==> src/rtl/alu_exec_sequencer.sv <==
// rtl/alu_exec_sequencer.sv - control sequencer for the 8-bit ALU datapath (6502 subset)
//
// Ports:
//   clk, rst             : clock, synchronous active-high reset
//   start, opcode        : instruction launch from the decoder (sampled in IDLE)
//   busy, done, err      : status; done/err are one-cycle pulses
//   operand_req/ack/data : immediate-byte fetch handshake
//   alu_in1_sel/in2_sel  : ALU input mux codes
//   alu_carry_sel        : ALU carry-in select
//   alu_opcode           : ALU operation
//   alu_a/x/y/sp/data    : register file and latched operand towards the ALU
//   alu_cin              : status C towards the ALU
//   alu_out, alu_cout    : ALU result and carry out
//   reg_a/x/y/sp, flag_* : architectural state
module alu_exec_sequencer #(
  parameter logic [7:0] RESET_SP = 8'hFF
) (
  input  logic       clk,
  input  logic       rst,
  input  logic       start,
  input  logic [7:0] opcode,
  output logic       busy,
  output logic       done,
  output logic       err,
  output logic       operand_req,
  input  logic       operand_ack,
  input  logic [7:0] operand_data,
  output logic [2:0] alu_in1_sel,
  output logic [2:0] alu_in2_sel,
  output logic [1:0] alu_carry_sel,
  output logic [7:0] alu_opcode,
  output logic [7:0] alu_a,
  output logic [7:0] alu_x,
  output logic [7:0] alu_y,
  output logic [7:0] alu_sp,
  output logic [7:0] alu_data,
  output logic       alu_cin,
  input  logic [7:0] alu_out,
  input  logic       alu_cout,
  output logic [7:0] reg_a,
  output logic [7:0] reg_x,
  output logic [7:0] reg_y,
  output logic [7:0] reg_sp,
  output logic       flag_n,
  output logic       flag_z,
  output logic       flag_c,
  output logic       flag_v
);

  localparam logic [2:0] SEL_A  = 3'd0;
  localparam logic [2:0] SEL_X  = 3'd1;
  localparam logic [2:0] SEL_Y  = 3'd2;
  localparam logic [2:0] SEL_D  = 3'd3;
  localparam logic [2:0] SEL_SP = 3'd4;
  localparam logic [2:0] SEL_FF = 3'd6;
  localparam logic [2:0] SEL_00 = 3'd7;

  localparam logic [1:0] CIN_0 = 2'd0;
  localparam logic [1:0] CIN_1 = 2'd1;
  localparam logic [1:0] CIN_C = 2'd2;

  localparam logic [7:0] OP_NOP  = 8'h00;
  localparam logic [7:0] OP_ADD  = 8'h01;
  localparam logic [7:0] OP_SUB  = 8'h02;
  localparam logic [7:0] OP_AND  = 8'h03;
  localparam logic [7:0] OP_OR   = 8'h04;
  localparam logic [7:0] OP_XOR  = 8'h05;
  localparam logic [7:0] OP_PASS = 8'h06;

  localparam logic [2:0] DST_NONE = 3'd0;
  localparam logic [2:0] DST_A    = 3'd1;
  localparam logic [2:0] DST_X    = 3'd2;
  localparam logic [2:0] DST_Y    = 3'd3;
  localparam logic [2:0] DST_SP   = 3'd4;

  typedef enum logic [1:0] {S_IDLE, S_FETCH, S_EXEC, S_DONE} state_t;

  // Everything EXEC needs; latched at start so the opcode input is free afterwards.
  typedef struct packed {
    logic [2:0] in1;
    logic [2:0] in2;
    logic [1:0] csel;
    logic [7:0] op;
    logic [2:0] dest;
    logic       upd_nz;
    logic       upd_c;
    logic       upd_v;
    logic       v_sub;  // overflow uses the inverted operand (SBC)
  } exec_t;

  typedef struct packed {
    logic  valid;
    logic  imm;
    exec_t ex;
  } dec_t;

  function automatic exec_t mk(input logic [2:0] in1, input logic [2:0] in2,
                               input logic [1:0] csel, input logic [7:0] op,
                               input logic [2:0] dest, input logic nz,
                               input logic c, input logic v, input logic vs);
    exec_t e;
    e.in1 = in1; e.in2 = in2; e.csel = csel; e.op = op; e.dest = dest;
    e.upd_nz = nz; e.upd_c = c; e.upd_v = v; e.v_sub = vs;
    return e;
  endfunction

  function automatic dec_t decode(input logic [7:0] op);
    dec_t d;
    d = '0;
    d.valid = 1'b1;
    d.imm   = 1'b1;
    case (op)
      8'h69: d.ex = mk(SEL_A,  SEL_D,  CIN_C, OP_ADD,  DST_A,    1'b1, 1'b1, 1'b1, 1'b0);
      8'hE9: d.ex = mk(SEL_A,  SEL_D,  CIN_C, OP_SUB,  DST_A,    1'b1, 1'b1, 1'b1, 1'b1);
      8'h29: d.ex = mk(SEL_A,  SEL_D,  CIN_0, OP_AND,  DST_A,    1'b1, 1'b0, 1'b0, 1'b0);
      8'h09: d.ex = mk(SEL_A,  SEL_D,  CIN_0, OP_OR,   DST_A,    1'b1, 1'b0, 1'b0, 1'b0);
      8'h49: d.ex = mk(SEL_A,  SEL_D,  CIN_0, OP_XOR,  DST_A,    1'b1, 1'b0, 1'b0, 1'b0);
      8'hC9: d.ex = mk(SEL_A,  SEL_D,  CIN_1, OP_SUB,  DST_NONE, 1'b1, 1'b1, 1'b0, 1'b0);
      8'hE0: d.ex = mk(SEL_X,  SEL_D,  CIN_1, OP_SUB,  DST_NONE, 1'b1, 1'b1, 1'b0, 1'b0);
      8'hC0: d.ex = mk(SEL_Y,  SEL_D,  CIN_1, OP_SUB,  DST_NONE, 1'b1, 1'b1, 1'b0, 1'b0);
      8'hA9: d.ex = mk(SEL_D,  SEL_A,  CIN_0, OP_PASS, DST_A,    1'b1, 1'b0, 1'b0, 1'b0);
      8'hA2: d.ex = mk(SEL_D,  SEL_A,  CIN_0, OP_PASS, DST_X,    1'b1, 1'b0, 1'b0, 1'b0);
      8'hA0: d.ex = mk(SEL_D,  SEL_A,  CIN_0, OP_PASS, DST_Y,    1'b1, 1'b0, 1'b0, 1'b0);
      default: begin
        d.imm = 1'b0;
        case (op)
          8'hE8: d.ex = mk(SEL_X,  SEL_00, CIN_1, OP_ADD,  DST_X,  1'b1, 1'b0, 1'b0, 1'b0);
          8'hC8: d.ex = mk(SEL_Y,  SEL_00, CIN_1, OP_ADD,  DST_Y,  1'b1, 1'b0, 1'b0, 1'b0);
          8'hCA: d.ex = mk(SEL_X,  SEL_FF, CIN_0, OP_ADD,  DST_X,  1'b1, 1'b0, 1'b0, 1'b0);
          8'h88: d.ex = mk(SEL_Y,  SEL_FF, CIN_0, OP_ADD,  DST_Y,  1'b1, 1'b0, 1'b0, 1'b0);
          8'hAA: d.ex = mk(SEL_A,  SEL_A,  CIN_0, OP_PASS, DST_X,  1'b1, 1'b0, 1'b0, 1'b0);
          8'hA8: d.ex = mk(SEL_A,  SEL_A,  CIN_0, OP_PASS, DST_Y,  1'b1, 1'b0, 1'b0, 1'b0);
          8'h8A: d.ex = mk(SEL_X,  SEL_A,  CIN_0, OP_PASS, DST_A,  1'b1, 1'b0, 1'b0, 1'b0);
          8'h98: d.ex = mk(SEL_Y,  SEL_A,  CIN_0, OP_PASS, DST_A,  1'b1, 1'b0, 1'b0, 1'b0);
          8'hBA: d.ex = mk(SEL_SP, SEL_A,  CIN_0, OP_PASS, DST_X,  1'b1, 1'b0, 1'b0, 1'b0);
          8'h9A: d.ex = mk(SEL_X,  SEL_A,  CIN_0, OP_PASS, DST_SP, 1'b0, 1'b0, 1'b0, 1'b0);
          default: d.valid = 1'b0;
        endcase
      end
    endcase
    return d;
  endfunction

  state_t state, state_nxt;
  exec_t  ex_q;
  dec_t   dec_in;
  logic   b7;

  assign dec_in = decode(opcode);

  always_comb begin
    state_nxt     = state;
    alu_in1_sel   = SEL_A;
    alu_in2_sel   = SEL_A;
    alu_carry_sel = CIN_0;
    alu_opcode    = OP_NOP;
    case (state)
      S_IDLE: begin
        if (start && dec_in.valid) state_nxt = dec_in.imm ? S_FETCH : S_EXEC;
      end
      S_FETCH: begin
        if (operand_ack) state_nxt = S_EXEC;
      end
      S_EXEC: begin
        alu_in1_sel   = ex_q.in1;
        alu_in2_sel   = ex_q.in2;
        alu_carry_sel = ex_q.csel;
        alu_opcode    = ex_q.op;
        state_nxt     = S_DONE;
      end
      default: state_nxt = S_IDLE;
    endcase
  end

  assign busy        = (state != S_IDLE);
  assign done        = (state == S_DONE);
  assign operand_req = (state == S_FETCH);

  assign alu_a   = reg_a;
  assign alu_x   = reg_x;
  assign alu_y   = reg_y;
  assign alu_sp  = reg_sp;
  assign alu_cin = flag_c;

  // Sign bit of the effective second operand for overflow.
  assign b7 = ex_q.v_sub ? ~alu_data[7] : alu_data[7];

  always_ff @(posedge clk) begin
    if (rst) begin
      state    <= S_IDLE;
      ex_q     <= '0;
      err      <= 1'b0;
      alu_data <= 8'h00;
      reg_a    <= 8'h00;
      reg_x    <= 8'h00;
      reg_y    <= 8'h00;
      reg_sp   <= RESET_SP;
      flag_n   <= 1'b0;
      flag_z   <= 1'b0;
      flag_c   <= 1'b0;
      flag_v   <= 1'b0;
    end else begin
      state <= state_nxt;
      err   <= (state == S_IDLE) && start && !dec_in.valid;
      if (state == S_IDLE && start && dec_in.valid) ex_q <= dec_in.ex;
      if (state == S_FETCH && operand_ack) alu_data <= operand_data;
      if (state == S_EXEC) begin
        case (ex_q.dest)
          DST_A:   reg_a  <= alu_out;
          DST_X:   reg_x  <= alu_out;
          DST_Y:   reg_y  <= alu_out;
          DST_SP:  reg_sp <= alu_out;
          default: ;
        endcase
        if (ex_q.upd_nz) begin
          flag_n <= alu_out[7];
          flag_z <= (alu_out == 8'h00);
        end
        if (ex_q.upd_c) flag_c <= alu_cout;
        if (ex_q.upd_v) flag_v <= (reg_a[7] == b7) && (alu_out[7] != reg_a[7]);
      end
    end
  end

endmodule

==> config.mk <==
export PLATFORM = sky130hd
export DESIGN_NAME = alu_exec_sequencer
export DESIGN_NICKNAME = d
export VERILOG_FILES = /design/src/rtl/alu_exec_sequencer.sv
export SDC_FILE = /design/constraint.sdc
export NUM_CORES = 1
export LEC_CHECK = 0
export BUFFER_PORTS_ARGS = -buffer_cell sky130_fd_sc_hd__buf_2
export CAP_MARGIN = 15
export CORE_ASPECT_RATIO = 0.8
export CORE_MARGIN = 5
export CORE_UTILIZATION = 45
export DETAILED_ROUTE_END_ITERATION = 7
export PLACE_DENSITY = 0.78
export SLEW_MARGIN = 10
export SYNTH_ARGS = -nofsm -noshare
export SYNTH_HDL_FRONTEND = slang
export SYNTH_SLANG_ARGS = --single-unit
==> constraint.sdc <==
create_clock -name clk -period 1.95 [get_ports clk]
set_input_delay 0.0975 -clock clk [delete_from_list [all_inputs] [get_ports clk]]
set_output_delay 0.0975 -clock clk [all_outputs]
set_load 0.005 [all_outputs]
### After elaboration in Yosys (flattened, before gate mapping)

Index checks and enable logic that the tools add are counted.

* add/subtract/negate cells: 0
* $mul: 0
* div/mod/pow operators: 0
* magnitude comparators: 0
* equal/unequal tests: 32
* shift-type cells: 0
* multiplexer cells: 13
* bitwise operators: 1
* reduce and logical (&&, ||, !) cells: 20

Operator list (number)
* $pmux W23 S11: 1
* $pmux W23 S10: 1
* $eq A8 B8 Y1 const B: 17
* $eq A8 B7 Y1 const B: 2
* $reduce_and A2 Y1: 8
* $reduce_or A11 Y1: 1
* $mux W2: 5
* $reduce_or A10 Y1: 1
* $eq A8 B4 Y1 const B: 1
* $eq A8 B6 Y1 const B: 1
* $logic_not A8 Y1: 1
* $mux W8: 1
* $eq A3 B2 Y1 const B: 2
* $logic_and A1 B1 Y1: 6
* $mux W3: 2
* $pmux W2 S3: 1
* $eq A2 B2 Y1 const B: 2
* $eq A3 B1 Y1 const B: 1
* $eq A3 B3 Y1 const B: 1
* $eq A2 B1 Y1 const B: 1
* $logic_not A2 Y1: 1
* $mux W1: 2
* $ne A2 B1 Y1 const B: 1
* $ne A2 B2 Y1 const B: 1
* 5 further kinds: 5

* register bits: 70
* bits in latches: 0
* RAM bits: 0
* memory bits (read-only): 0
* input port bits: 29
* output and inout bits: 97
* logic and storage cells: 86
* memories: 0

### Logic depth before layout (Yosys ltp)

Gate-level depths: netlist (run 1).

* depth in word-level cells: 7
* mapped depth: 9
* mapped depth without buffers: 7

### Worst setup path before layout (run 1)

No wires, ideal clock.

* kind: input to register
* start point: in opcode[3]
* end point: reg ex_q[15] (netlist name)
* setup time: 70 ps
* data arrival time: 1934 ps
* required time: 1880 ps
* slack: -54 ps
* stages on the path: 6
* path buffers: 1
* cells stage by stage: buf_2 -> or4b_1 -> a221o_1 -> a31o_2 -> or4_1 -> a21oi_1

* longest elaborated chain between the ends: 5
* elaborated cells between the ends (all ways): 28

RTL lines
* start, declared: RTL line 21 `input logic [7:0] opcode,`
* branches (longest 5 deep; another with $pmux W23 S10)
* end signal, assigned: RTL line 205 `if (state == S_IDLE && start && dec_in.valid) ex_q <= dec_in.ex;`
* end, declared: RTL line 145 `exec_t ex_q;`

Parallel ways; which one is timed is not known.
A chain may end at the register's enable or synchronous reset.

### Worst setup path after layout (run 1)

* start point: in opcode[3]
* end point: reg state[1]

* longest elaborated chain between the ends: 7
* elaborated cells between the ends (all ways): 31

RTL lines
* $eq A8 B8 Y1: RTL line 126 `case (op)`
* $reduce_or A10 Y1 (no source line)
* $mux W1: RTL line 126
* $mux W2 *: RTL line 112 `case (op)`
* branches (longest 3 deep; another with $pmux W2 S3)
* end signal, assigned: RTL line 203 `state <= state_nxt;`
* end, declared: RTL line 144 `state_t state, state_nxt;`

Every way passes the cells marked *. The select of a mux whose other input is x is not followed.

==> impl_metrics.py, run 1 <==
metrics = {
    "flow_run": {
        "maxCapViolations": 0,
    },
    "setup_path": {
        "r2r_slack_ns": 0.23,
        "cpMaxStageDelayCell": "or4_1",
        "cpPeakStageDelay_ns": 0.52,
        "path_delay_family": "simple AND/OR/NAND/NOR gates",
        "crit_start": "opcode[3]",
        "crit_path_end_kind": "register",
        "reg2reg_from": "state[1]",
        "r2r_cells": 6,
        "required_ns": 2.22,
        "r2r_end": "ex_q[17]",
        "crit_path_cell_trace": "buf_2, buf_4, or2_1, a2111oi_0, buf_4, nor4_1, or4_1, a21oi_1",
        "worstPathMaxFanout": 7,
        "worstSetupPathType": "primary input to register",
        "path_buf_inv": 3,
        "crit_top_cell": "buf_4",
        "crit_path_start_kind": "primary input",
        "cp_data_arrival_time_ns": 2.04,
    },
    "placement": {
        "gp_congestion": 0.915,
        "post-dp-hpwl_um": 7180,
        "placedInstanceArea_mm2": 0.00394,
        "pre_cts_ws_ns": -0.130,
        "io_buffers": 120,
    },
    "clocking": {
        "cts_max_level": 3,
        "cts_tree": "done",
        "hold_buffers": 6,
        "cts_buffers": 9,
        "clockRootBuffer": "clkbuf_8",
        "cts_setup_buffers": 0,
        "cts_resized": 0,
        "clkTransAtPathRegs_ns": 0.08,
        "clk_latency_ns": 0.34,
        "cts.sinks": 64,
        "clk_path_buf_depth": 2,
    },
    "sta": {
        "hold_violations": 0,
        "fin_crit_sh_pct": 90.7,
        "worst_slack_ns": 0.182,
        "clock_skew_ns": 0.0121,
        "tns_ns": 0,
        "worstMarginPinSlew_ns": 0.568,
        "final-setup-viol-count": 0,
        "fmax_mhz": 566,
        "slew_viol_final": 0,
        "min_period_ns": 1.77,
        "max_slew_margin_pct": 62.2,
        "fin_hold_ws_ns": 0.0203,
        "rsz0062_at_grt": "no",
    },
    "layout": {
        "antenna_cells": 0,
        "fin_nets": 570,
        "fillers": 655,
        "final_cell_area_mm2": 0.00418,
        "multiInputGateArea_mm2": 0.00169,
        "drive_gt1_share_pct": 31.2,
        "seq_area_mm2": 0.00128,
        "syn2layout_area_growth_pct": 23.5,
    },
    "floorplanning": {
        "pin_count": 126,
        "dieArea_mm2": 0.00937,
        "start_util_pct": 46.0,
        "die_h_um": 87.6,
        "die_width_um": 107,
        "rows": 28,
        "coreArea_mm2": 0.00736,
    },
    "logic_synthesis": {
        "syn_area_per_cell_um2": 7.73,
        "synth_top_area_share_pct": 37.9,
        "ys_seq_elements": 64,
        "yosys-top-cells-area": "dfxtp_1, nand2_1, buf_4",
        "synth_top_area_cell": "dfxtp_1",
        "async_reset_ff_share_pct": 0,
        "syn_inst": 438,
        "yosysWarnings": 0,
        "synth-edff-count": 0,
        "syn_area_mm2": 0.00338,
        "yosysSeqAreaShare_pct": 37.9,
        "synth_cell_types": 55,
        "synth_flop_cell": "dfxtp_1",
    },
    "routing": {
        "drt-pass1-iter-count": 5,
        "drt_iter0_drc": 240,
        "wl_per_cell_um": 15.6,
        "via_count": 3415,
        "wirelength_um": 9880,
        "via_per_inst": 5.40,
        "drtAntennaViolNets": 0,
        "drc": 0,
    },
    "grt": {
        "grt_pass1_wl_um": 15700,
        "grt_max_degree": 54,
        "grtUsageTotal_pct": 20.9,
        "overflow": 0,
        "antenna_found_initial": 0,
        "grt_pass1_vias": 3203,
    },
    "worst_hold_path": {
        "holdPathEnd": "alu_data[4]",
        "min_path_type": "primary input to register",
        "worstHoldStart": "operand_data[4]",
        "min_delay_path_depth": 3,
    },
    "power_and_ir_drop": {
        "p_per_area_mw_per_mm2": 640,
        "irDropWorstVdd_v": 0.000416,
        "leakage_uw": 0.00184,
    },
    "status": {
        "outcome": "finished, final reports clean",
    },
}
[layout by cell type, fill, tap and decap left out, drive strengths merged, types with 3 or more instances in the layout]
cell type,count
a31oi,3
mux2i,9
nor4,4
conb,5
nand2b,5
nor2,22
or2,3
dlygate4sd3,6
buf,148
clkbuf,11
o21ai,7
ha,4
inv,7
nand3,25
nand2,87
and3,3
a2111oi,3
and2,12
nor3,4
or4,3
a211oi,3
o211ai,3
a21oi,48
nor2b,5
nand4,4
clkinv,4
a221oi,3
dfxtp,64
[per-stage QoR]
stage	std cells	total power [uW]	util, %
finish	632	2670	56.8
global route	632	2790	56.8
CTS	632	2700	56.8
detailed placement	610	1630	53.5
global placement	610	1630	53.5
floorplan	442	1520	-
[cell usage after synthesis, drive strengths merged, types with 3 or more instances]
cell type,instances
a21oi,48
a31oi,3
nand4,4
a2111oi,3
nor2b,5
o211ai,3
and2,12
nor2,22
o21ai,7
buf,40
nor3,4
or4,3
and3,3
dfxtp,64
inv,7
mux2i,9
a211oi,3
nor4,4
nand2,87
or2,3
nand2b,5
nand3,25
ha,4
clkbuf,30
a221oi,3
[cell type report]
| class | instances | share of cell area [%] |
|---|---|---|
| multi-input combinational | 301 | 40.5 |
| clock buffer | 11 | 3.62 |
| sequential | 64 | 30.7 |
| tap | 90 | 2.69 |
| clock inverter | 5 | 0.749 |
| inverter | 7 | 0.629 |
| timing repair buffer | 154 | 21.1 |
[worst max-delay path by stage]
stage | slack (ns) | to | cells past startpoint
finish | 0.18 | state[1] | 8
global route | 0.04 | alu_x[6] | 7
CTS | 0.21 | state[1] | 8
detailed placement | -0.13 | state[1] | 8
global placement | -0.11 | state[1] | 8
floorplan | 0.005 | ex_q[15] | 6
[power by group]
part,internal [uW],switching (uW)
clock,526,533
sequential,1320,8.16
combinational,114,177
[worst reg2reg max path, cell delays in order (launching register included)]
cell and delay (ns):
dfxtp_1 0.36, inv_1 0.12, ha_1 0.24, nand2_1 0.14, a31o_4 0.26, or4_1 0.41
a21oi_1 0.13
[flip-flops by register name (all words and copies together) (netlist names), 2 cells and up]
name and flops:
ex_q 17, alu_data 8, alu_y 8, alu_x 8, alu_a 8, alu_sp 8
state 2
[layer usage]
metal,GRT usage [%],part of all wire [%],wire length [um],vias up
met2,33.3,48,4720,130
met5,0,0,0,-
li1,-,-,-,1673
met1,28.0,44,4400,1598
met3,4.72,6.1,598,14
met4,8.13,1.7,168,0
[cell families (layout without fill, tap and decap cells)]
family / after synthesis / in the layout / synth area share, %
AND/OR/NAND/NOR: 187 / 187 / 26.2
multiplexers: 10 / 10 / 2.99
flip-flops: 64 / 64 / 37.9
other: 1 / 5 / 0.111
adder cells (fa/ha/maj): 4 / 4 / 1.48
buffers and inverters: 77 / 177 / 12.8
AO/OA/AOI/OAI: 92 / 92 / 17.7
XOR/XNOR: 3 / 3 / 0.776
No activity file was read; power rests on OpenSTA's default activity.
==> inputs of run 2 (changes only) <==
BUFFER_PORTS_ARGS = not set   (was -buffer_cell sky130_fd_sc_hd__buf_2)
CORE_ASPECT_RATIO = 1.5   (was 0.8)
CORE_UTILIZATION = 55   (was 45)
DONT_BUFFER_PORTS = 1   (was not set)
PLACE_DENSITY = 0.74   (was 0.78)
==> run 2 against run 1 <==
- register-to-register slack worse by 0.04 ns
- global-route usage is 3.9 points higher
- largest cell class unchanged
- critical path type is now register to register
- sequential share of layout area is 3.8 points higher
- fmax is 0.64% higher
- non-clock buffer count is 112 lower
==> impl_metrics.py, run 2 (synthesis results as in run 1) <==
metrics = {
    "status": {
        "outcome": "finished, final reports clean",
    },
    "setup_path": {
        "crit_path_end_kind": "register",
        "cp_num_cells": 6,
        "crit_path_start_kind": "register",
        "path_buf_inv": 2,
        "crit_path_cell_trace": "inv_1, ha_1, inv_1, o21ai_0, or4_1, a21oi_1",
        "cpMaxStageDelayCell": "or4_1",
        "cp_data_arrival_time_ns": 2.02,
        "worstSetupPathType": "register to register",
        "cpPeakStageDelay_ns": 0.49,
        "path_delay_family": "simple AND/OR/NAND/NOR gates",
        "required_ns": 2.22,
        "crit_top_cell": "inv_1",
        "r2r_cells": 6,
        "worstPathMaxFanout": 5,
    },
    "floorplanning": {
        "die_width_um": 74.1,
        "rows": 35,
        "dieArea_mm2": 0.00785,
        "start_util_pct": 55.6,
        "pin_count": 126,
        "coreArea_mm2": 0.00609,
        "die_h_um": 106,
    },
    "routing": {
        "drtAntennaViolNets": 0,
        "via_count": 3055,
        "wirelength_um": 9400,
        "drt-pass1-iter-count": 4,
        "drc": 0,
        "drt_iter0_drc": 177,
        "wl_per_cell_um": 18.7,
        "via_per_inst": 6.06,
    },
    "layout": {
        "seq_area_mm2": 0.00128,
        "top_register": "ex_q",
        "fin_nets": 458,
        "fin_cells": 504,
        "drive_gt1_share_pct": 7.67,
        "syn2layout_area_growth_pct": 9.72,
        "layout_common_cells": "nand2_1, dfxtp_1, a21oi_1",
        "largest_register_ffs": 17,
        "antenna_cells": 0,
        "layout_commonest_cell": "nand2_1",
        "multiInputGateArea_mm2": 0.00169,
        "fillers": 589,
    },
    "clocking": {
        "clkTransAtPathRegs_ns": 0.07,
        "clk_path_buf_depth": 2,
        "cts_buffers": 9,
        "cts_tree": "done",
        "clockRootBuffer": "clkbuf_8",
        "clk_latency_ns": 0.34,
        "cts_max_level": 3,
        "cts.sinks": 64,
        "cts_resized": 0,
    },
    "placement": {
        "dp.cells": 457,
        "gp_congestion": 0.926,
        "post-dp-hpwl_um": 6310,
        "io_buffers": 0,
    },
    "grt": {
        "overflow": 0,
        "grt_pass1_vias": 3093,
        "antenna_found_initial": 0,
        "grtUsageTotal_pct": 24.8,
        "grt_max_degree": 54,
        "grt_pass1_wl_um": 15000,
    },
    "flow_run": {
        "maxCapViolations": 0,
    },
    "power_and_ir_drop": {
        "p_clk_share_pct": 42.8,
        "p_sw_share_pct": 24.6,
        "power_frac_comb_pct": 8.3,
        "internal_power_uw": 2040,
        "switching_power_uw": 666,
        "power_frac_seq_pct": 48.9,
        "leakage_uw": 0.00129,
        "p_per_area_mw_per_mm2": 730,
        "irDropWorstVdd_v": 0.000446,
    },
    "sta": {
        "max_slew_margin_pct": 59.4,
        "fin_crit_sh_pct": 90.1,
        "min_period_ns": 1.76,
        "rsz0062_at_grt": "no",
        "tns_ns": 0,
        "hold_violations": 0,
        "clock_skew_ns": 0.0104,
        "slew_viol_final": 0,
        "fmax_mhz": 569,
        "final-setup-viol-count": 0,
        "worstMarginPinSlew_ns": 0.593,
    },
    "worst_hold_path": {
        "min_delay_path_depth": 3,
        "min_path_type": "primary input to register",
    },
}
run 2: cell count changes in the layout (fill, tap and decap cells not counted), sizes merged:
cell         before  now
dlygate4sd3       6   30
clkbuf           11   10
inv               7    8
clkinvlp          1    2
bufinv            0    1
buf             148   12
clkinv            4    2
run 2: cell type report:
| type | instances | share of cell area, % |
|---|---|---|
| repair buffers | 42 | 11.2 |
| inverters | 7 | 0.708 |
| flip-flops and latches | 64 | 34.5 |
| clock buffers | 10 | 3.71 |
| clock inverters | 6 | 1.82 |
| multi-input cells | 301 | 45.6 |
| well taps | 74 | 2.49 |
run 2: metrics by stage:
step                      power (uW)  instance area [um2]  setup WS (ns)  hold slack (ns)  utilization, %
after CTS                       2730                 3710          0.204          0.00307            61.0
after detailed placement        1500                 3190         0.0118            0.174            52.4
after global placement          1500                 3190         0.0524            0.171            52.4
after floorplan                 1520                 3410        0.00479            0.213               -
after global routing            2810                 3710          0.116           0.0208            61.0
final                           2710                 3710          0.193           0.0176            61.0
run 2: power groups by stage:
stage / combinational (uW) / sequential, uW / clock [uW]
final: 226 / 1320 / 1160
after global routing: 247 / 1330 / 1240
after CTS: 224 / 1320 / 1180
after detailed placement: 147 / 1360 / 0
after global placement: 146 / 1360 / 0
after floorplan: 171 / 1350 / 0
run 2: worst paths after layout:
| check | startpoint | endpoint | slack (ns) |
|---|---|---|---|
| worst max register to register | state[1] | state[1] | 0.19 |
| worst min register to register | ex_q[16] | ex_q[16] | 0.46 |
| worst min-delay path | alu_out[7] | flag_v | 0.02 |
| worst max-delay path | state[1] | state[1] | 0.19 |
run 2: repair_timing:
action	in CTS	in global routing
setup buffers	0	0
hold buffers	31	0
hold endpoints to repair	61	0
run 2: metal layers:
layer	vias up	track usage (%)	routed length (um)
met5	-	0	0
met4	0	14.6	412
met3	32	7.10	709
met2	123	44.8	5090
met1	1443	24.0	3190
li1	1457	-	-
run 2: tightest hold or removal path, stage by stage:
cell      delay [ns]
nor2_1          0.02
a21oi_1         0.10
a211oi_1        0.07
==> inputs of run 3 (changes only) <==
CORE_MARGIN = not set   (was 5)
GPL_ROUTABILITY_DRIVEN = 0   (was not set)
==> run 3 against run 2 <==
- fmax is 0.86% lower
- hold slack improved by 0.0058 ns
- clock skew is 0.0038 ns lower
- register-to-register slack worse by 0.02 ns
- sequential power is essentially flat
- clock-buffer cell count stayed put
- highest routed layer unchanged
==> impl_metrics.py, run 3 (synthesis results as in run 1) <==
metrics = {
    "layout": {
        "fin_nets": 457,
        "top_register": "ex_q",
        "layout_common_cells": "nand2_1, dfxtp_1, a21oi_1",
        "antenna_cells": 0,
        "largest_register_ffs": 17,
        "layout_commonest_cell": "nand2_1",
        "fin_cells": 501,
        "drive_gt1_share_pct": 7.93,
        "syn2layout_area_growth_pct": 9.65,
        "finalCoreUtilization_pct": 63.2,
    },
    "grt": {
        "met3_usage_pct": 6.43,
        "use_met1_pct": 27.2,
        "antenna_found_initial": 0,
        "grt_pass1_wl_um": 13500,
        "grtUsageTotal_pct": 27.1,
        "use_met2_pct": 50.9,
        "grt_pass1_vias": 2884,
        "overflow": 0,
        "gr-max-usage-layer": "met2",
        "grt_max_degree": 54,
    },
    "clocking": {
        "clk_path_buf_depth": 2,
        "clk_latency_ns": 0.33,
        "clockRootBuffer": "clkbuf_8",
        "cts_setup_buffers": 0,
        "cts_buffers": 9,
        "cts_tree": "done",
        "cts.sinks": 64,
        "clkTransAtPathRegs_ns": 0.07,
        "cts_max_level": 3,
    },
    "floorplanning": {
        "dieArea_mm2": 0.00648,
        "die_h_um": 98.1,
        "pin_count": 126,
        "start_util_pct": 57.7,
        "rows": 34,
        "die_width_um": 66.1,
        "coreArea_mm2": 0.00587,
    },
    "routing": {
        "drt_iter0_drc": 167,
        "drt-pass1-iter-count": 4,
        "wirelength_um": 8620,
        "wl_per_cell_um": 17.2,
        "via_per_inst": 6.06,
        "via_count": 3035,
        "drc": 0,
        "drtAntennaViolNets": 0,
    },
    "sta": {
        "final-setup-viol-count": 0,
        "max_slew_margin_pct": 66.8,
        "rsz0062_at_grt": "no",
        "clock_skew_ns": 0.00666,
        "fin_hold_ws_ns": 0.0234,
        "min_period_ns": 1.77,
        "worst_slack_ns": 0.178,
        "slew_viol_final": 0,
        "tns_ns": 0,
        "worstMarginPinSlew_ns": 0.495,
        "fmax_mhz": 564,
        "hold_violations": 0,
        "fin_crit_sh_pct": 90.9,
    },
    "placement": {
        "pre_cts_ws_ns": 0.0337,
        "dp.cells": 453,
        "io_buffers": 0,
        "post-dp-hpwl_um": 5700,
    },
    "setup_path": {
        "cpPeakStageDelay_ns": 0.55,
        "path_buf_inv": 3,
        "required_ns": 2.23,
        "worstSetupPathType": "register to register",
        "r2r_slack_ns": 0.18,
        "crit_path_cell_trace": "inv_1, ha_1, buf_4, nand2_2, nand2_1, a21oi_1, dlygate4sd3_1",
        "crit_path_start_kind": "register",
        "worstPathMaxFanout": 10,
        "path_delay_family": "buffers and inverters",
        "cp_data_arrival_time_ns": 2.05,
        "cpMaxStageDelayCell": "dlygate4sd3_1",
        "crit_path_end_kind": "register",
    },
    "flow_run": {
        "maxCapViolations": 0,
    },
    "power_and_ir_drop": {
        "irDropWorstVdd_v": 0.000464,
        "p_per_area_mw_per_mm2": 726,
        "leakage_uw": 0.00129,
    },
    "worst_hold_path": {
        "min_path_type": "primary input to register",
    },
    "status": {
        "outcome": "finished, final reports clean",
    },
}
[run 3: cell types whose count changed in the layout (fill, tap and decap cells not counted)]
cell           before  now
and3b_2             0    1
dlygate4sd3_1      30   31
buf_4              10    8
and3b_1             1    0
dfxtp_1            64   63
dfxtp_2             0    1
nand2_2             0    1
nand2_1            87   86
[run 3: what timing repair did]
| item | CTS | global route |
|---|---|---|
| gates resized for setup | 0 | 3 |
| endpoints found under the setup margin | 0 | 5 |
| endpoints found under the hold margin | 62 | 0 |
| hold buffers | 32 | 0 |
[run 3: metrics by stage]
step	area [um2]	total power, uW
6_report	3710	2700
5_1_grt	3710	2800
4_1_cts	3710	2720
3_5_place_dp	3170	1500
3_3_place_gp	3170	1500
2_1_floorplan	3410	1520
[run 3: layout make-up]
cell class	instances	area, um2
Multi-Input combinational cell	301	1700
Sequential cell	64	1280
Inverter	7	26.3
Clock inverter	6	67.6
Tap cell	72	90.1
Clock buffer	10	138
Fill cell	506	2160
Timing Repair Buffer	41	410
[run 3: report_power, final]
part           leakage [uW]  switching, uW  total [uW]  internal, uW
Sequential         0.000517           9.18        1330          1320
Clock             0.0000989            516        1140           629
Combinational      0.000671            126         225          99.6
[run 3: routing by layer]
layer / vias to the layer above / part of all wire, %
met2: 140 / 57
met1: 1415 / 35
met5: - / 0
met4: 0 / 2.6
met3: 26 / 6.0
li1: 1454 / -
[run 3: path summary, 6_finish.rpt]
check / end / startpoint / cells past startpoint
worst max register to register: alu_data[7] / state[1] / 7
worst max-delay path: alu_data[7] / state[1] / 7
worst min-delay path: ex_q[2] / opcode[6] / 4
worst min register to register: ex_q[20] / ex_q[20] / 2
[run 3: worst reg2reg max path: cells and delay by family (launching register included)]
family | cells | cell delay (ns)
AOI/OAI and AO/OA | 1 | 0.13
adders and majority gates | 1 | 0.20
buffers and inverters | 3 | 0.82
DFF | 1 | 0.37
and+or+nand+nor | 2 | 0.22
